$ cat src/rtl/morse_round_ctrl.sv
// Morse spy-game round sequencer: stores player 1's code words, then scores
// player 2's guesses word-by-word with an attempt budget and a tick timeout.
module morse_round_ctrl #(
  parameter int SYM_W         = 10,
  parameter int DEPTH         = 16,
  parameter int ADDR_W        = 4,
  parameter int MAX_ATTEMPTS  = 3,
  parameter int TIMEOUT_TICKS = 20
) (
  input  logic              clock,
  input  logic              reset,
  input  logic              tick,
  input  logic              done,
  input  logic              sym_valid,
  input  logic [SYM_W-1:0]  sym_data,
  output logic [1:0]        state,
  output logic [ADDR_W:0]   code_len,
  output logic [ADDR_W-1:0] wr_ptr,
  output logic [ADDR_W-1:0] rd_ptr,
  output logic [SYM_W-1:0]  expected,
  output logic [1:0]        correct,
  output logic [3:0]        attempts_left,
  output logic [ADDR_W:0]   score,
  output logic              timeout,
  output logic              win,
  output logic              game_over
);

  localparam int CNT_W = $clog2(TIMEOUT_TICKS + 1);
  localparam logic [ADDR_W:0]  DEPTH_L   = (ADDR_W + 1)'(DEPTH);
  localparam logic [3:0]       MAX_ATT_L = 4'(MAX_ATTEMPTS);
  localparam logic [CNT_W-1:0] TIMEOUT_L = CNT_W'(TIMEOUT_TICKS);

  typedef enum logic [1:0] {
    ST_IDLE   = 2'd0,
    ST_ENCODE = 2'd1,
    ST_DECODE = 2'd2,
    ST_RESULT = 2'd3
  } state_t;

  state_t            state_q, state_d;
  logic [ADDR_W:0]   code_len_q, code_len_d;
  logic [ADDR_W-1:0] wr_ptr_q, wr_ptr_d;
  logic [ADDR_W-1:0] rd_ptr_q, rd_ptr_d;
  logic [1:0]        correct_q, correct_d;
  logic [3:0]        attempts_left_q, attempts_left_d;
  logic [ADDR_W:0]   score_q, score_d;
  logic              timeout_q, timeout_d;
  logic              win_q, win_d;
  logic [CNT_W-1:0]  tick_cnt_q, tick_cnt_d;

  logic [SYM_W-1:0]  mem [DEPTH];
  logic              mem_we;
  logic [SYM_W-1:0]  mem_rd_word;
  logic              guess_match;
  logic              last_word;

  assign mem_rd_word = mem[rd_ptr_q];
  assign guess_match = (sym_data == mem_rd_word);
  assign last_word   = ({1'b0, rd_ptr_q} == (code_len_q - 1'b1));

  // Code word storage is deliberately left out of reset so it maps to RAM.
  always_ff @(posedge clock) begin
    if (mem_we) begin
      mem[wr_ptr_q] <= sym_data;
    end
  end

  always_ff @(posedge clock or posedge reset) begin
    if (reset) begin
      state_q         <= ST_IDLE;
      code_len_q      <= '0;
      wr_ptr_q        <= '0;
      rd_ptr_q        <= '0;
      correct_q       <= '0;
      attempts_left_q <= '0;
      score_q         <= '0;
      timeout_q       <= 1'b0;
      win_q           <= 1'b0;
      tick_cnt_q      <= '0;
    end else begin
      state_q         <= state_d;
      code_len_q      <= code_len_d;
      wr_ptr_q        <= wr_ptr_d;
      rd_ptr_q        <= rd_ptr_d;
      correct_q       <= correct_d;
      attempts_left_q <= attempts_left_d;
      score_q         <= score_d;
      timeout_q       <= timeout_d;
      win_q           <= win_d;
      tick_cnt_q      <= tick_cnt_d;
    end
  end

  always_comb begin
    state_d         = state_q;
    code_len_d      = code_len_q;
    wr_ptr_d        = wr_ptr_q;
    rd_ptr_d        = rd_ptr_q;
    correct_d       = correct_q;
    attempts_left_d = attempts_left_q;
    score_d         = score_q;
    timeout_d       = timeout_q;
    win_d           = win_q;
    tick_cnt_d      = tick_cnt_q;
    mem_we          = 1'b0;

    unique case (state_q)
      ST_IDLE: begin
        if (done) begin
          state_d    = ST_ENCODE;
          wr_ptr_d   = '0;
          rd_ptr_d   = '0;
          code_len_d = '0;
          score_d    = '0;
          correct_d  = '0;
          timeout_d  = 1'b0;
          win_d      = 1'b0;
        end
      end

      ST_ENCODE: begin
        if (sym_valid && (code_len_q != DEPTH_L)) begin
          mem_we     = 1'b1;
          wr_ptr_d   = wr_ptr_q + 1'b1;
          code_len_d = code_len_q + 1'b1;
        end
        // A word arriving with done counts toward the length check.
        if (done && (code_len_d != '0)) begin
          state_d         = ST_DECODE;
          rd_ptr_d        = '0;
          attempts_left_d = MAX_ATT_L;
          tick_cnt_d      = '0;
          correct_d       = '0;
        end
      end

      ST_DECODE: begin
        if (done) begin
          state_d = ST_RESULT;
          win_d   = 1'b0;
        end else if (sym_valid) begin
          if (guess_match) begin
            correct_d       = 2'b01;
            score_d         = score_q + 1'b1;
            attempts_left_d = MAX_ATT_L;
            tick_cnt_d      = '0;
            if (last_word) begin
              state_d = ST_RESULT;
              win_d   = 1'b1;
            end else begin
              rd_ptr_d = rd_ptr_q + 1'b1;
            end
          end else begin
            correct_d = 2'b10;
            if (attempts_left_q == 4'd1) begin
              attempts_left_d = '0;
              state_d         = ST_RESULT;
              win_d           = 1'b0;
            end else begin
              attempts_left_d = attempts_left_q - 1'b1;
            end
          end
        end else if (tick) begin
          tick_cnt_d = tick_cnt_q + 1'b1;
          if (tick_cnt_d == TIMEOUT_L) begin
            state_d   = ST_RESULT;
            timeout_d = 1'b1;
            win_d     = 1'b0;
          end
        end
      end

      ST_RESULT: begin
        if (done) begin
          state_d = ST_IDLE;
        end
      end

      default: state_d = ST_IDLE;
    endcase
  end

  assign state         = state_q;
  assign code_len      = code_len_q;
  assign wr_ptr        = wr_ptr_q;
  assign rd_ptr        = rd_ptr_q;
  assign expected      = (state_q == ST_DECODE) ? mem_rd_word : '0;
  assign correct       = correct_q;
  assign attempts_left = attempts_left_q;
  assign score         = score_q;
  assign timeout       = timeout_q;
  assign win           = win_q;
  assign game_over     = (state_q == ST_RESULT);

endmodule
$ cat config.mk
export PLATFORM = sky130hd
export DESIGN_NAME = morse_round_ctrl
export DESIGN_NICKNAME = d
export VERILOG_FILES = /design/src/rtl/morse_round_ctrl.sv
export SDC_FILE = /design/constraint.sdc
export NUM_CORES = 1
export LEC_CHECK = 0
export ABC_AREA = 1
export BUFFER_PORTS_ARGS = -buffer_cell sky130_fd_sc_hd__buf_2
export CAP_MARGIN = 20
export CORE_MARGIN = 5
export CORE_UTILIZATION = 55
export DETAILED_ROUTE_END_ITERATION = 7
export GPL_TIMING_DRIVEN = 0
export PLACE_DENSITY = 0.81
export SYNTH_ARGS = -nofsm -noshare
export SYNTH_HDL_FRONTEND = slang
export SYNTH_SLANG_ARGS = --single-unit
$ cat constraint.sdc
create_clock -name clock -period 2.1 [get_ports clock]
set_input_delay 0.315 -clock clock [delete_from_list [all_inputs] [get_ports clock]]
set_output_delay 0.315 -clock clock [all_outputs]
set_load 0.02 [all_outputs]
==> results.json <==
{
  "cellPowerDensity_nw_per_um2": 1200,
  "finalHoldViolCount": 15,
  "hold_class": "in2async",
  "die_width_um": 139,
  "grt_pass1_wl_um": 40500,
  "ir_drop_mv": 0.775,
  "ctsHtreeMaxLevel": 4,
  "whs_ns": -0.0206,
  "clock.fmax_ghz": 0.384,
  "fin_crit_ns": 2.60,
  "setup_violations": 33,
  "diodes": 0,
  "worstMarginPinSlew_ns": 0.695,
  "insertion_delay_ns": 0.44,
  "hold_buffers": 0,
  "grt-ovfl-total": 0,
  "drv_slew": 0,
  "fp.dieH_um": 139,
  "synthToLayoutAreaGrowth_pct": 29.5,
  "finalPower_mw": 14.3,
  "rows": 47,
  "vias_per_cell": 5.90,
  "detail_route.wl_per_cell_um": 21.2,
  "cp_slowest_cell": "dfrtp_2",
  "fin_skew_ns": 0.0101,
  "crit_path_max_incr_delay_ns": 0.47,
  "fill_cells": 1017,
  "syn_nets": 987,
  "post-dp-hpwl_um": 15700,
  "p_leak_nw": 4.93,
  "firstDrtPassIters": 5,
  "io_pins": 54,
  "syn_area_per_cell_um2": 9.57,
  "cts_inserted_buffers": 17,
  "grt_pass1_vias": 7317,
  "min_period_over_period_pct": 124,
  "layout_common_cells": "nand2_1 (261), edfxtp_1 (160), inv_1 (87)",
  "netlist_area_um2": 9160,
  "max_slew_margin_pct": 53.6,
  "gp_congestion": 0.916,
  "arrival_ns": 2.91,
  "postLayoutCoreUtil_pct": 72.0,
  "port_buffers": 52,
  "coreArea_um2": 16500,
  "outcome": "finished, violations left",
  "nets": 1103,
  "crit_top_cell": "nand2_1",
  "path_cells": "inv_4 -> buf_12 -> buf_12 -> nand2_1 -> nand2_1 -> nand2_1 -> nand3_2 -> nand3_2 -> nand2_1 -> nand2_1 -> nand2_1 -> nand2_2 -> nor2_4 -> nand3_4 -> nand2_8 -> nand3_4 -> nand2_1 -> nand2_1",
  "clk_path_buf_depth": 2,
  "path_class": "reg2reg",
  "max_cap_viol_count": 0,
  "layout_commonest_cell": "nand2_1",
  "cp.required_ns": 2.41,
  "cts_tree": "built",
  "seq_area_frac_synth_pct": 61.5,
  "cp-end-kind": "flip-flop",
  "clkTransAtPathRegs_ns": 0.07,
  "initial_core_util_pct": 55.6,
  "synthCells": 957,
  "postLayoutSetupSlackWorst_ns": -0.502,
  "fp.dieArea_um2": 19300,
  "yosys_warnings": 0,
  "ant_nets": 0,
  "critPathLaunchType": "flip-flop",
  "routed_wl_um": 27700,
  "grt_usage_pct": 27.1,
  "vias": 7696,
  "post-route-drc-count": 0,
  "drive_gt1_share_pct": 29.3,
  "grt_max_degree": 20,
  "rsz0062_at_grt": "yes",
  "ys_ff_latch": 193,
  "crit_path_max_fanout": 10,
  "clock_sinks": 193,
  "violations": "negative hold slack, negative setup slack",
  "ys_types": 32,
  "root_buffer": "clkbuf_16",
  "drt_iter0_drc": 1058,
  "antenna_found_initial": 0
}
==> final cells by class <==
| class | instances | area (µm²) | area share [%] |
|---|---|---|---|
| plain buffers | 36 | 380 | 3.21 |
| repair buffers | 96 | 912 | 7.69 |
| clock inverters | 14 | 160 | 1.35 |
| multi-input cells | 631 | 3690 | 31.1 |
| clock buffers | 17 | 425 | 3.59 |
| inverters | 98 | 379 | 3.20 |
| well taps | 220 | 275 | 2.32 |
| flip-flops and latches | 193 | 5640 | 47.5 |
==> cell families (layout without fill, tap and decap cells) <==
logic type / after synthesis / in the layout / synth area share, %
adders and majority gates: 15 / 15 / 2.05
buffers and inverters: 135 / 261 / 6.29
AOI/OAI and AO/OA: 72 / 72 / 4.31
DFF: 193 / 193 / 61.5
and+or+nand+nor: 526 / 528 / 24.3
xor gates and xnor gates: 16 / 16 / 1.53
==> power breakdown <==
part,leakage [nW],internal (mW),switching [mW]
logic,2.78,2.32,4.10
clock network,0.280,1.86,1.44
registers,1.87,4.35,0.180
total,4.93,8.54,5.72
==> layer usage <==
layer | vias to the layer above | routed length [µm] | share of wire (%) | GRT usage, %
met1 | 3687 | 10100 | 37 | 36.0
met3 | 93 | 2750 | 9.9 | 5.28
li1 | 3404 | - | - | -
met5 | - | 0 | 0 | 0
met4 | 0 | 999 | 3.6 | 10.5
met2 | 512 | 13800 | 50 | 44.3
==> Yosys cell counts, drive strengths merged <==
| master | number | area (µm²) |
|---|---|---|
| o22ai | 5 | 31.3 |
| clkbuf | 11 | 41.3 |
| dfrtp | 33 | 826 |
| xnor2 | 7 | 61.3 |
| nand3 | 112 | 586 |
| edfxtp | 160 | 4800 |
| nand4 | 6 | 37.5 |
| a21oi | 17 | 85.1 |
| nor3 | 7 | 35.0 |
| clkinv | 2 | 7.51 |
| or2 | 7 | 43.8 |
| nor2 | 84 | 320 |
| xor2 | 9 | 78.8 |
| a211o | 1 | 8.76 |
| buf | 26 | 166 |
| o21ai | 40 | 200 |
| nand2 | 305 | 1150 |
| nand3b | 5 | 50.1 |
| ha | 15 | 188 |
| inv | 96 | 360 |
| a32oi | 1 | 8.76 |
| o211ai | 8 | 60.1 |
==> final timing paths <==
check,cells past startpoint,endpoint,slack [ns],from
max in group asynchronous,3,rd_ptr[0],1.59,reset
worst max register to register,18,score[1],-0.50,rd_ptr[0]
worst min register to register,2,win,0.49,win
worst max-delay path,18,score[1],-0.50,rd_ptr[0]
worst min-delay path,2,timeout,-0.02,reset
min in group clock,1,mem[5][5],0.28,sym_data[5]
==> flip-flops by register name, indices dropped and copies added, names as in the netlist <==
name	cells
state	2
mem	160
rd_ptr	4
timeout	1
win	1
tick_cnt_q	5
code_len	5
score	5
wr_ptr	4
attempts_left	4
correct	2
==> timing repair <==
action | 4_1_cts | 5_1_grt
endpoints found under the setup margin | 195 | 198
resized for setup | 128 | 93
setup buffers | 32 | 10
pin swaps | 42 | 35
cloned | 3 | 0
==> critical path, delay by kind of cell (launching register included) <==
family	cells	cell delay, ns
buffers and inverters	3	0.38
DFF	1	0.47
and+or+nand+nor	15	1.62
==> per-stage QoR <==
stage | setup WS (ns) | cell area [µm²] | TNS [ns] | cells
2_1_floorplan | -0.0468 | 9400 | -0.646 | 957
3_3_place_gp | -0.618 | 9930 | -40.56 | 1229
3_5_place_dp | -0.715 | 9960 | -47.55 | 1230
4_1_cts | -0.339 | 11400 | -8.76 | 1295
5_1_grt | -0.590 | 11900 | -15.49 | 1305
6_report | -0.502 | 11900 | -12.61 | 1305
Note: power is estimated with default switching activity, not from simulation.
